===== src/rtl/if_fetch_stage.sv =====
// Instruction-fetch stage of the 16-bit 5-stage pipeline.
// Owns the PC, talks to a variable-latency instruction memory over an
// enable/ready handshake, and feeds a registered instr / PC+1 / valid
// triple to the IF/ID register. Handles stall, redirect and HLT shutdown.
//
// Handshake: a request is outstanding on every cycle im_rd_en=1; it
// completes in the cycle where im_rd_en=1 and im_rdy=1 (possibly the same
// cycle it was raised). im_addr is stable for as long as the request waits,
// unless a redirect retargets the PC. When im_rd_en drops, the memory must
// forget any pending response.
module if_fetch_stage #(
   parameter logic [15:0] RESET_PC   = 16'h0000,
   parameter logic [15:0] NOP_INSTR  = 16'h0000,
   parameter logic [3:0]  HLT_OPCODE = 4'hF
) (
   input  logic        clk,
   input  logic        rst_n,
   input  logic        stall,
   input  logic        redirect,
   input  logic [15:0] redirect_pc,
   output logic        im_rd_en,
   output logic [15:0] im_addr,
   input  logic        im_rdy,
   input  logic [15:0] im_instr,
   output logic [15:0] fetch_instr,
   output logic [15:0] fetch_pc_plus1,
   output logic        fetch_valid,
   output logic        fetch_halted
);

   // ISSUE: may raise a new request; WAIT: request outstanding;
   // HOLD: word captured during a stall, waiting to be presented;
   // HALTED: HLT seen, no fetching until redirect.
   typedef enum logic [1:0] {
      ST_ISSUE  = 2'd0,
      ST_WAIT   = 2'd1,
      ST_HOLD   = 2'd2,
      ST_HALTED = 2'd3
   } state_e;

   state_e      state_q, state_d;
   logic [15:0] pc_q, pc_d;
   logic        drop_q, drop_d;
   logic [15:0] hold_instr_q, hold_instr_d;
   logic [15:0] hold_pc1_q, hold_pc1_d;
   logic [15:0] fetch_instr_q, fetch_instr_d;
   logic [15:0] fetch_pc1_q, fetch_pc1_d;
   logic        fetch_valid_q, fetch_valid_d;
   logic        fetch_halted_q, fetch_halted_d;
   logic [15:0] pc_plus1;

   assign pc_plus1       = pc_q + 16'd1;
   assign fetch_instr    = fetch_instr_q;
   assign fetch_pc_plus1 = fetch_pc1_q;
   assign fetch_valid    = fetch_valid_q;
   assign fetch_halted   = fetch_halted_q;

   // Memory request decode: new request in ISSUE when not held off, kept up in WAIT.
   always_comb begin
      im_rd_en = ((state_q == ST_ISSUE) && !stall && !redirect) ||
                 (state_q == ST_WAIT);
      im_addr  = pc_q;
   end

   // Next-state, PC, hold buffer and fetch outputs; redirect overrides everything.
   always_comb begin
      state_d        = state_q;
      pc_d           = pc_q;
      drop_d         = drop_q;
      hold_instr_d   = hold_instr_q;
      hold_pc1_d     = hold_pc1_q;
      fetch_instr_d  = fetch_instr_q;
      fetch_pc1_d    = fetch_pc1_q;
      fetch_valid_d  = fetch_valid_q;
      fetch_halted_d = fetch_halted_q;

      if (redirect) begin
         pc_d           = redirect_pc;
         fetch_valid_d  = 1'b0;
         fetch_instr_d  = NOP_INSTR;
         fetch_halted_d = 1'b0;
         hold_instr_d   = NOP_INSTR;
         hold_pc1_d     = 16'h0000;
         if ((state_q == ST_WAIT) && !im_rdy) begin
            // The old response is still on its way; swallow it when it lands.
            state_d = ST_WAIT;
            drop_d  = 1'b1;
         end else begin
            state_d = ST_ISSUE;
            drop_d  = 1'b0;
         end
      end else begin
         case (state_q)
            ST_ISSUE: begin
               if (im_rd_en) begin
                  if (im_rdy) begin
                     fetch_instr_d = im_instr;
                     fetch_pc1_d   = pc_plus1;
                     fetch_valid_d = 1'b1;
                     pc_d          = pc_plus1;
                     if (im_instr[15:12] == HLT_OPCODE) begin
                        state_d        = ST_HALTED;
                        fetch_halted_d = 1'b1;
                     end
                  end else begin
                     state_d       = ST_WAIT;
                     fetch_valid_d = 1'b0;
                     fetch_instr_d = NOP_INSTR;
                  end
               end
            end
            ST_WAIT: begin
               if (im_rdy && drop_q) begin
                  drop_d  = 1'b0;
                  state_d = ST_ISSUE;
                  if (!stall) begin
                     fetch_valid_d = 1'b0;
                     fetch_instr_d = NOP_INSTR;
                  end
               end else if (im_rdy && !stall) begin
                  fetch_instr_d = im_instr;
                  fetch_pc1_d   = pc_plus1;
                  fetch_valid_d = 1'b1;
                  pc_d          = pc_plus1;
                  if (im_instr[15:12] == HLT_OPCODE) begin
                     state_d        = ST_HALTED;
                     fetch_halted_d = 1'b1;
                  end else begin
                     state_d = ST_ISSUE;
                  end
               end else if (im_rdy) begin
                  // Response arrived under stall: park it so nothing is lost.
                  hold_instr_d = im_instr;
                  hold_pc1_d   = pc_plus1;
                  pc_d         = pc_plus1;
                  state_d      = ST_HOLD;
               end else if (!stall) begin
                  fetch_valid_d = 1'b0;
                  fetch_instr_d = NOP_INSTR;
               end
            end
            ST_HOLD: begin
               if (!stall) begin
                  fetch_instr_d = hold_instr_q;
                  fetch_pc1_d   = hold_pc1_q;
                  fetch_valid_d = 1'b1;
                  if (hold_instr_q[15:12] == HLT_OPCODE) begin
                     state_d        = ST_HALTED;
                     fetch_halted_d = 1'b1;
                  end else begin
                     state_d = ST_ISSUE;
                  end
               end
            end
            ST_HALTED: begin
               if (!stall) begin
                  fetch_valid_d = 1'b0;
                  fetch_instr_d = NOP_INSTR;
               end
            end
            default: state_d = ST_ISSUE;
         endcase
      end
   end

   // State and output registers with asynchronous reset.
   always_ff @(posedge clk or negedge rst_n) begin
      if (!rst_n) begin
         state_q        <= ST_ISSUE;
         pc_q           <= RESET_PC;
         drop_q         <= 1'b0;
         hold_instr_q   <= NOP_INSTR;
         hold_pc1_q     <= 16'h0000;
         fetch_instr_q  <= NOP_INSTR;
         fetch_pc1_q    <= 16'h0000;
         fetch_valid_q  <= 1'b0;
         fetch_halted_q <= 1'b0;
      end else begin
         state_q        <= state_d;
         pc_q           <= pc_d;
         drop_q         <= drop_d;
         hold_instr_q   <= hold_instr_d;
         hold_pc1_q     <= hold_pc1_d;
         fetch_instr_q  <= fetch_instr_d;
         fetch_pc1_q    <= fetch_pc1_d;
         fetch_valid_q  <= fetch_valid_d;
         fetch_halted_q <= fetch_halted_d;
      end
   end

endmodule


===== config.mk =====
export PLATFORM = sky130hd
export DESIGN_NAME = if_fetch_stage
export DESIGN_NICKNAME = d
export VERILOG_FILES = /design/src/rtl/if_fetch_stage.sv
export SDC_FILE = /design/constraint.sdc
export NUM_CORES = 1
export LEC_CHECK = 0
export ABC_CLOCK_PERIOD_IN_PS = 2500
export CAP_MARGIN = 40
export CORE_MARGIN = 2
export CORE_UTILIZATION = 45
export DETAILED_ROUTE_END_ITERATION = 16
export PLACE_DENSITY = 0.71
export SETUP_SLACK_MARGIN = 0.3
export SLEW_MARGIN = 20
export SYNTH_ARGS = -nofsm -noshare
export SYNTH_HDL_FRONTEND = slang
export SYNTH_SLANG_ARGS = --single-unit

===== constraint.sdc =====
create_clock -name clk -period 2.5 [get_ports clk]
set_clock_uncertainty 0.1 [all_clocks]
set_input_delay 0.5 -clock clk [delete_from_list [all_inputs] [get_ports clk]]
set_output_delay 0.5 -clock clk [all_outputs]
set_load 0.005 [all_outputs]

* Yosys cells after proc, flatten, opt, wreduce, memory -nomap -nowiden
Cells that the tools add are included.
Word-level totals: word-level logic and storage cells 119, output and inout port bits 51, bits in writable memories 0, memories kept 0, flip-flop bits (word level) 85, input port bits 37, latch bits 0, ROM bits 0
Operators by class: multiplexer cells 64, reductions and logical operators 23, eq/ne operators 21, $mul 0, $add $sub $neg 1, shift operators 0, magnitude comparators 0, bitwise operators 1, div/mod/pow operators 0
Operators by type and width (number):
- $mux 16 | 27
- $pmux 16 s4 | 1
- $pmux 16 s3 | 1
- $pmux 16 s2 | 1
- $mux 1 | 21
- $mux 2 | 10
- $add 16x1->16 const B | 1
- $ne 3x3->1 const B | 5
- $reduce_and 7->1 | 2
- $ne 2x2->1 const B | 6
- $ne 5x3->1 const B | 2
- $eq 4x4->1 const B | 2
- $pmux 2 s3 | 1
- $reduce_and 3->1 | 2
- $reduce_bool 2->1 | 3
- $reduce_bool 3->1 | 2
- $logic_and 1x1->1 | 5
- $reduce_and 5->1 | 1
- $eq 2x2->1 const B | 2
- $ne 4x3->1 const B | 1
- $pmux 1 s4 | 1
- $reduce_and 4->1 | 1
- $reduce_bool 4->1 | 1
- $logic_not 1->1 | 3
- other kinds (8) | 8

* Logic depth before layout (Yosys ltp)
Gate-level depths: netlist (run 1).
depth after elaboration 7, gate-level depth with buffers 10, gate-level depth less buffers 7

* Least setup slack after synthesis (run 1)
OpenSTA, ideal clock, no wires.
path kind register to register, start point register state_q[0], end point register fetch_pc1_q[12] (netlist: fetch_pc_plus1[12]), period minus slack after synthesis 1.999 ns, setup time 0.128 ns, buffers on the path 2, cell stages (with the launch flop) 8, data required time 2.272 ns, setup slack 0.501 ns, arrival 1.772 ns, cells stage by stage dfrtp_1 -> inv_1 -> ha_1 -> buf_2 -> o31ai_1 -> o211ai_2 -> buf_2 -> mux2_1
On the way: longest elaborated chain between the ends 6, elaborated cells between the ends (all ways) 14, those cells by class eq/ne: 7; mux: 1; reduce/logical: 6
Ends and longest elaborated chain:
- start, declared | RTL line 41 | state_e state_q, state_d;
- start signal, assigned | RTL line 179 | state_q <= state_d;
- $logic_not 2->1 | RTL line 60, 93
- $logic_and 1x1->1 (2 in a row) | RTL line 60 | im_rd_en = ((state_q == ST_ISSUE) && !stall && !redirect) ||
- $logic_or 1x1->1 | RTL line 60
- $ne 2x2->1 (no line)
- $reduce_and 7->1 (no line)
- end signal, assigned | RTL line 185 | fetch_pc1_q <= fetch_pc1_d;
- end, declared | RTL line 47 | logic [15:0] fetch_pc1_q, fetch_pc1_d;
Several ways; a longest one is shown, not always the timed one. A chain may end at the register's enable or synchronous reset.

* Worst setup path after layout (run 1)
start point register pc_q[9] (netlist: im_addr[9]), end point output im_addr[9]
RTL lines:
- start, declared | RTL line 42 | logic [15:0] pc_q, pc_d;
- start signal, assigned | RTL line 180 | pc_q <= pc_d;
- end, declared | RTL line 22 | output logic [15:0] im_addr,
No word-level cell between the ends.

==> results.py, run 1 <==
metrics = {
    "outcome": {
        "status": "finished with violations",
        "violations": "negative hold slack",
    },
    "cts": {
        "cts.sinks": 85,
        "numCtsBuffers": 9,
        "clk_pin_slew_ps": 90,
        "cts_max_path_buffers": 2,
        "cts_hold_buf": 0,
        "htree_levels": 3,
        "clock_latency_ps": 370,
        "cts-root-buf": "clkbuf_8",
        "tritoncts": "built",
    },
    "synth": {
        "synthFlopType": "dfrtp_1",
        "yosysTopAreaCell": "dfrtp_1",
        "synth_warnings": 0,
        "synthesis.instances": 448,
        "post_synth_most_frequent_cells": "dfrtp_1, nand2_1, o21ai_0",
        "synthTopCellsByArea": "dfrtp_1, nand2_1, a22o_1",
        "synth_area_per_cell_um2": 9.633,
        "synth_seq_area_share_pct": 49.29,
        "ys_types": 48,
        "synth_edf_count": 0,
        "synth-async-reset-ratio_pct": 100.0,
        "synth_top_area_share_pct": 49.29,
        "synth_nets": 492,
        "synth.most_common_cell": "dfrtp_1",
        "synth_seq_cells": 85,
        "syn_area_um2": 4315,
    },
    "timing": {
        "setup_tns_ps": 0,
        "setup_viol": 0,
        "rsz0062_at_grt": "false",
        "period_needed_ps": 2108,
        "max_freq_ghz": 0.4745,
        "final-hold-violation-count": 32,
        "setup_slack_ps": 392.4,
        "holdWs_ps": -19.06,
        "relSlewSlack_pct": 52.00,
        "timing.final.max_slew_violations": 0,
        "fin_crit_sh_pct": 84.30,
        "max_slew.worst_pin.slew_ps": 720.0,
    },
    "die": {
        "initial_core_util_pct": 46.48,
        "die_h_um": 101.9,
        "die_width_um": 101.9,
        "die_area_um2": 10390,
        "core_um2": 9284,
        "ios": 88,
        "rows": 35,
    },
    "grt": {
        "grt_overflow": 0,
        "grt_pass1_wl_um": 18200,
        "antenna_found_initial": 0,
        "first_global_vias": 3603,
        "grt_max_degree": 53,
        "track_usage_pct": 22.46,
    },
    "setup_path": {
        "rr_endpoint": "im_addr[3]$_DFFE_PN0P_",
        "cp_slowest_cell": "clkdlybuf4s50_1",
        "crit_chain": "clkdlybuf4s50_1",
        "endpoint_kind": "output pin",
        "crit_end": "im_addr[9]",
        "reg2reg_depth": 7,
        "rr_startpoint": "state_q[1]$_DFFE_PN0P_",
        "cp-startpoint": "im_addr[9]$_DFFE_PN0P_",
        "path_buf_inv": 1,
        "r2r_setup_slack_ps": 440,
        "critPathMaxStageDelay_ps": 580,
        "required_ps": 1900,
        "crit_cells": 1,
        "crit_path_start_kind": "register",
        "worstPathMaxFanout": 10,
        "cp_top_family": "buffers and inverters",
        "crit_type": "register to output pin",
        "arrival_ps": 1510,
    },
    "pwr": {
        "power.density_nw_per_um2": 910.6,
        "p_leak_nw": 2.370,
        "ir_drop_v": 0.0004810,
    },
    "detailed_routing": {
        "drt-wirelength-per-cell_um": 16.52,
        "route.detailed.drc": 0,
        "routed_wl_um": 11200,
        "dr.pass1.iters": 5,
        "vias_per_cell": 5.549,
        "ant_nets": 0,
        "drt_iter0_drc": 175,
        "vias": 3762,
    },
    "place": {
        "gp_congestion": 0.8294,
        "dp_slack_ps": 106.3,
        "dp_hpwl_um": 7868,
        "io_buffer_count": 87,
    },
    "worst_hold_path": {
        "hold_path.class": "input port to async pin",
    },
    "cells_and_area": {
        "antenna_cells": 0,
        "drive_gt1_share_pct": 12.57,
        "fillers": 799,
        "syn_to_final_growth_pct": 32.62,
        "final_util_pct": 61.64,
        "fin_nets": 588,
    },
    "run": {
        "drv_cap": 0,
    },
}
==> final cells by class <==
type / instances / area (µm²) / area share (%)
timing repair buffer: 114 / 1087 / 19.00
tap: 129 / 161.4 / 2.820
clock buffer: 9 / 123.9 / 2.164
multi-input combinational: 328 / 2072 / 36.20
inverter: 6 / 22.52 / 0.3935
clock inverter: 7 / 127.6 / 2.230
sequential: 85 / 2128 / 37.19
==> through the flow <==
stage / cells / power, mW / instance area, µm²
floorplan: 448 / 2.911 / 4315
finish: 678 / 5.211 / 5723
CTS: 675 / 5.158 / 5688
global route: 678 / 5.497 / 5723
detailed placement: 656 / 3.855 / 5389
global placement: 656 / 3.810 / 5389
==> worst min-delay path by stage <==
stage | startpoint | end | slack, ps
CTS | rst_n | hold_instr_q[7]$_DFFE_PN0P_ | 2
finish | rst_n | im_addr[1]$_DFFE_PN0P_ | -20
detailed placement | hold_pc1_q[8]$_DFFE_PN0P_ | hold_pc1_q[8]$_DFFE_PN0P_ | 370
global route | rst_n | im_addr[13]$_DFFE_PN0P_ | 3
global placement | hold_pc1_q[2]$_DFFE_PN0P_ | hold_pc1_q[2]$_DFFE_PN0P_ | 360
floorplan | rst_n | drop_q$_DFFE_PN0P_ | 100
==> report_power, final <==
| group | switching, mW | leakage [nW] | internal [mW] |
|---|---|---|---|
| combinational | 1.04 | 1.13 | 1.06 |
| clock | 0.553 | 0.126 | 0.680 |
| sequential | 0.232 | 1.12 | 1.65 |
==> placed cells by master, fill, tap and decap left out, drive strengths merged, types with 8 or more instances in the layout <==
master and instances:
nor2 26, xnor2 12, dfrtp 85, a22oi 16
xor2 13, clkdlybuf4s50 85, buf 28, mux2 8
a22o 19, a21oi 20, nand3 10, inv 8
clkbuf 9, nand2 75, o21ai 62
==> per-layer routing <==
layer | vias up | global-route usage, % | wire length [µm]
met5 | - | 0 | 0
met4 | 0 | 5.231 | 120
met3 | 13 | 4.172 | 543
met2 | 128 | 34.97 | 5317
met1 | 1837 | 32.79 | 5218
li1 | 1784 | - | -
==> sequential cells by signal (all words and copies together) (netlist names) <==
signal and count:
hold_instr_q 16, drop_q 1, hold_pc1_q 16, state_q 2, im_addr 16, fetch_pc_plus1 16
fetch_valid 1, fetch_instr 16, fetch_halted 1
==> worst reg2reg max path, stage by stage (launching register included) <==
cell and delay (ps):
dfrtp_1 400, inv_2 120, ha_4 200, and2b_1 240, o21a_1 450, nor2b_1 220, xnor2_1 130, o21ai_0 80
==> timing repair <==
item	in CTS	in global routing
cloned	0	0
pin swaps	0	1
endpoints found under the setup margin	28	8
gates resized for setup	9	3
buffers inserted	3	3
endpoints found under the hold margin	0	0
==> logic make-up (layout without fill, tap and decap cells) <==
family	Yosys count	after routing	synth area share, %
flops	85	85	49.29
mux	13	13	3.247
compound gates	144	144	21.25
xor+xnor	25	25	5.074
simple gates	139	139	15.51
fa+ha+maj	7	7	2.029
buf+inv	35	136	3.595
Power figures use the tool's default switching activity.
==> inputs of run 2 (changes only) <==
--- a/config.mk
+++ b/config.mk
@@ -5,7 +5,7 @@
 export SDC_FILE = /design/constraint.sdc
 export NUM_CORES = 1
 export LEC_CHECK = 0
-export ABC_CLOCK_PERIOD_IN_PS = 2500
+export ABC_CLOCK_PERIOD_IN_PS = 2100
 export CAP_MARGIN = 40
 export CORE_MARGIN = 2
 export CORE_UTILIZATION = 45
==> constraint.sdc (replaced) <==
create_clock -name clk -period 2.1 [get_ports clk]
set_clock_uncertainty 0.1 [all_clocks]
set_input_delay 0.42 -clock clk [delete_from_list [all_inputs] [get_ports clk]]
set_output_delay 0.42 -clock clk [all_outputs]
set_load 0.005 [all_outputs]
==> run 2 against run 1 <==
  * The run now ends clean
  * Sequential cell count did not move
  * Cell count rose by 11%
  * Design area rose by 19%
  * Critical endpoint is now im_addr[11]$_DFFE_PN0P_
  * Largest cell class is now multi-input combinational cells
==> results.py, run 2 (same netlist as run 1, synthesis figures left out) <==
metrics = {
    "outcome": {
        "status": "completed",
    },
    "worst_hold_path": {
        "hold_path.class": "register to register",
    },
    "grt": {
        "antenna_found_initial": 0,
        "busiest_layer": "met2",
        "gr-usage-met2_pct": 42.51,
        "gr-usage-met3_pct": 3.420,
        "track_usage_pct": 26.20,
        "grt_pass1_wl_um": 21140,
        "grt_overflow": 0,
        "first_global_vias": 4102,
        "grt_max_degree": 38,
        "use_met1_pct": 36.06,
    },
    "timing": {
        "max_freq_ghz": 0.5037,
        "period_needed_ps": 1985,
        "setup_viol": 0,
        "relSlewSlack_pct": 68.95,
        "fin_crit_sh_pct": 94.55,
        "timing.final.max_slew_violations": 0,
        "final-hold-violation-count": 0,
        "setup_slack_ps": 114.5,
        "rsz0062_at_grt": "true",
        "max_slew.worst_pin.slew_ps": 465.7,
    },
    "die": {
        "core_um2": 9284,
        "die_width_um": 101.9,
        "die_area_um2": 10390,
        "initial_core_util_pct": 46.48,
        "rows": 35,
        "die_h_um": 101.9,
        "ios": 88,
    },
    "cells_and_area": {
        "fillers": 653,
        "layout_commonest_cell": "buf_4",
        "drive_gt1_share_pct": 33.76,
        "regArea_um2": 2146,
        "fin_nets": 661,
        "multi_input_area_um2": 2431,
        "mostFrequentLayoutCells": "buf_4, dfrtp_1, nand2_1",
        "antenna_cells": 0,
        "syn_to_final_growth_pct": 57.61,
        "finish.instance_area_um2": 6802,
    },
    "place": {
        "io_buffer_count": 87,
        "gp_congestion": 0.8610,
        "dp_slack_ps": -194.2,
        "dp_hpwl_um": 8269,
        "post_dp_cell_area_um2": 5644,
    },
    "detailed_routing": {
        "routed_wl_um": 13770,
        "vias": 4222,
        "route.detailed.drc": 0,
        "drt_iter0_drc": 244,
        "ant_nets": 0,
        "dr.pass1.iters": 5,
        "vias_per_cell": 5.622,
        "drt-wirelength-per-cell_um": 18.34,
    },
    "setup_path": {
        "worstPathMaxFanout": 6,
        "reg2reg_depth": 10,
        "crit_end": "im_addr[11]$_DFFE_PN0P_",
        "rr_endpoint": "im_addr[11]$_DFFE_PN0P_",
        "cp-startpoint": "state_q[0]$_DFFE_PN0P_",
        "rr_startpoint": "state_q[0]$_DFFE_PN0P_",
        "r2r_setup_slack_ps": 110,
        "crit_path_start_kind": "register",
        "endpoint_kind": "register",
        "arrival_ps": 2140,
        "crit_type": "register to register",
        "required_ps": 2250,
    },
    "pwr": {
        "power.density_nw_per_um2": 1058,
        "p_sw_mw": 2.633,
        "switching_share_pct": 36.60,
        "seqPwrFrac_pct": 31.0,
        "p_clk_share_pct": 17.1,
        "total_power_mw": 7.195,
        "ir_drop_v": 0.0008263,
        "pwr-share-comb_pct": 51.8,
        "p_int_mw": 4.562,
        "p_leak_nw": 3.061,
    },
    "cts": {
        "clock_latency_ps": 360,
        "cts_max_path_buffers": 2,
        "cts.sinks": 85,
        "numCtsBuffers": 9,
        "clk_pin_slew_ps": 100,
        "tritoncts": "built",
        "htree_levels": 3,
        "cts-root-buf": "clkbuf_8",
    },
    "run": {
        "drv_cap": 0,
    },
}
-- run 2: worst min-delay path by stage --
| stage | cells past startpoint | to | from | slack (ps) |
|---|---|---|---|---|
| 5_1_grt | 2 | hold_pc1_q[4]$_DFFE_PN0P_ | hold_pc1_q[4]$_DFFE_PN0P_ | 400 |
| 3_5_place_dp | 1 | im_addr[13]$_DFFE_PN0P_ | rst_n | 310 |
| 6_report | 2 | hold_pc1_q[4]$_DFFE_PN0P_ | hold_pc1_q[4]$_DFFE_PN0P_ | 390 |
| 3_3_place_gp | 1 | im_addr[13]$_DFFE_PN0P_ | rst_n | 280 |
| 2_1_floorplan | 0 | drop_q$_DFFE_PN0P_ | rst_n | 20 |
| 4_1_cts | 2 | hold_pc1_q[4]$_DFFE_PN0P_ | hold_pc1_q[4]$_DFFE_PN0P_ | 390 |
-- run 2: power by group through the flow --
stage / registers [mW] / clock network [mW] / logic (mW)
floorplan: 2.25 / 0 / 1.41
global placement: 2.27 / 0 / 2.58
detailed placement: 2.28 / 0 / 2.63
CTS: 2.22 / 1.24 / 3.32
global route: 2.26 / 1.31 / 3.97
finish: 2.23 / 1.23 / 3.73
-- run 2: per-stage QoR --
| stage | cells | util, % | TNS, ps | hold slack [ps] |
|---|---|---|---|---|
| floorplan | 448 | - | 0 | 24.41 |
| global placement | 672 | 60.80 | -2292 | 282.6 |
| detailed placement | 672 | 60.80 | -3114 | 306.5 |
| CTS | 731 | 69.62 | 0 | 391.2 |
| global route | 751 | 73.26 | 0 | 404.6 |
| finish | 751 | 73.26 | 0 | 389.7 |
-- run 2: area by class of cell --
cell class | count | area share (%)
clock buffers | 9 | 1.821
clock inverters | 7 | 1.196
inverters | 6 | 0.3863
multi-input cells | 328 | 35.74
flip-flops and latches | 85 | 31.55
well taps | 129 | 2.373
repair buffers | 187 | 26.93
-- run 2: critical path: stages, from the launching register on --
cell	delay (ps)
dfrtp_2	440
inv_2	80
ha_4	190
buf_6	120
nor3b_2	140
o21a_2	250
buf_12	150
buf_4	130
nand2_4	70
xor2_2	140
o21ai_1	70
-- run 2: routing by layer --
metal	wire length, µm	up-vias
li1	-	1933
met1	5859	2088
met2	6851	170
met3	729	31
met4	331	0
met5	0	-
-- run 2: what timing repair did --
item                                    CTS  global route
gates resized for setup                  78            55
hold endpoints to repair                 30             0
buffers inserted                         40            20
hold buffers                              1             0
cloned                                    2             0
endpoints found under the setup margin   89           102
pin swaps                                24            19
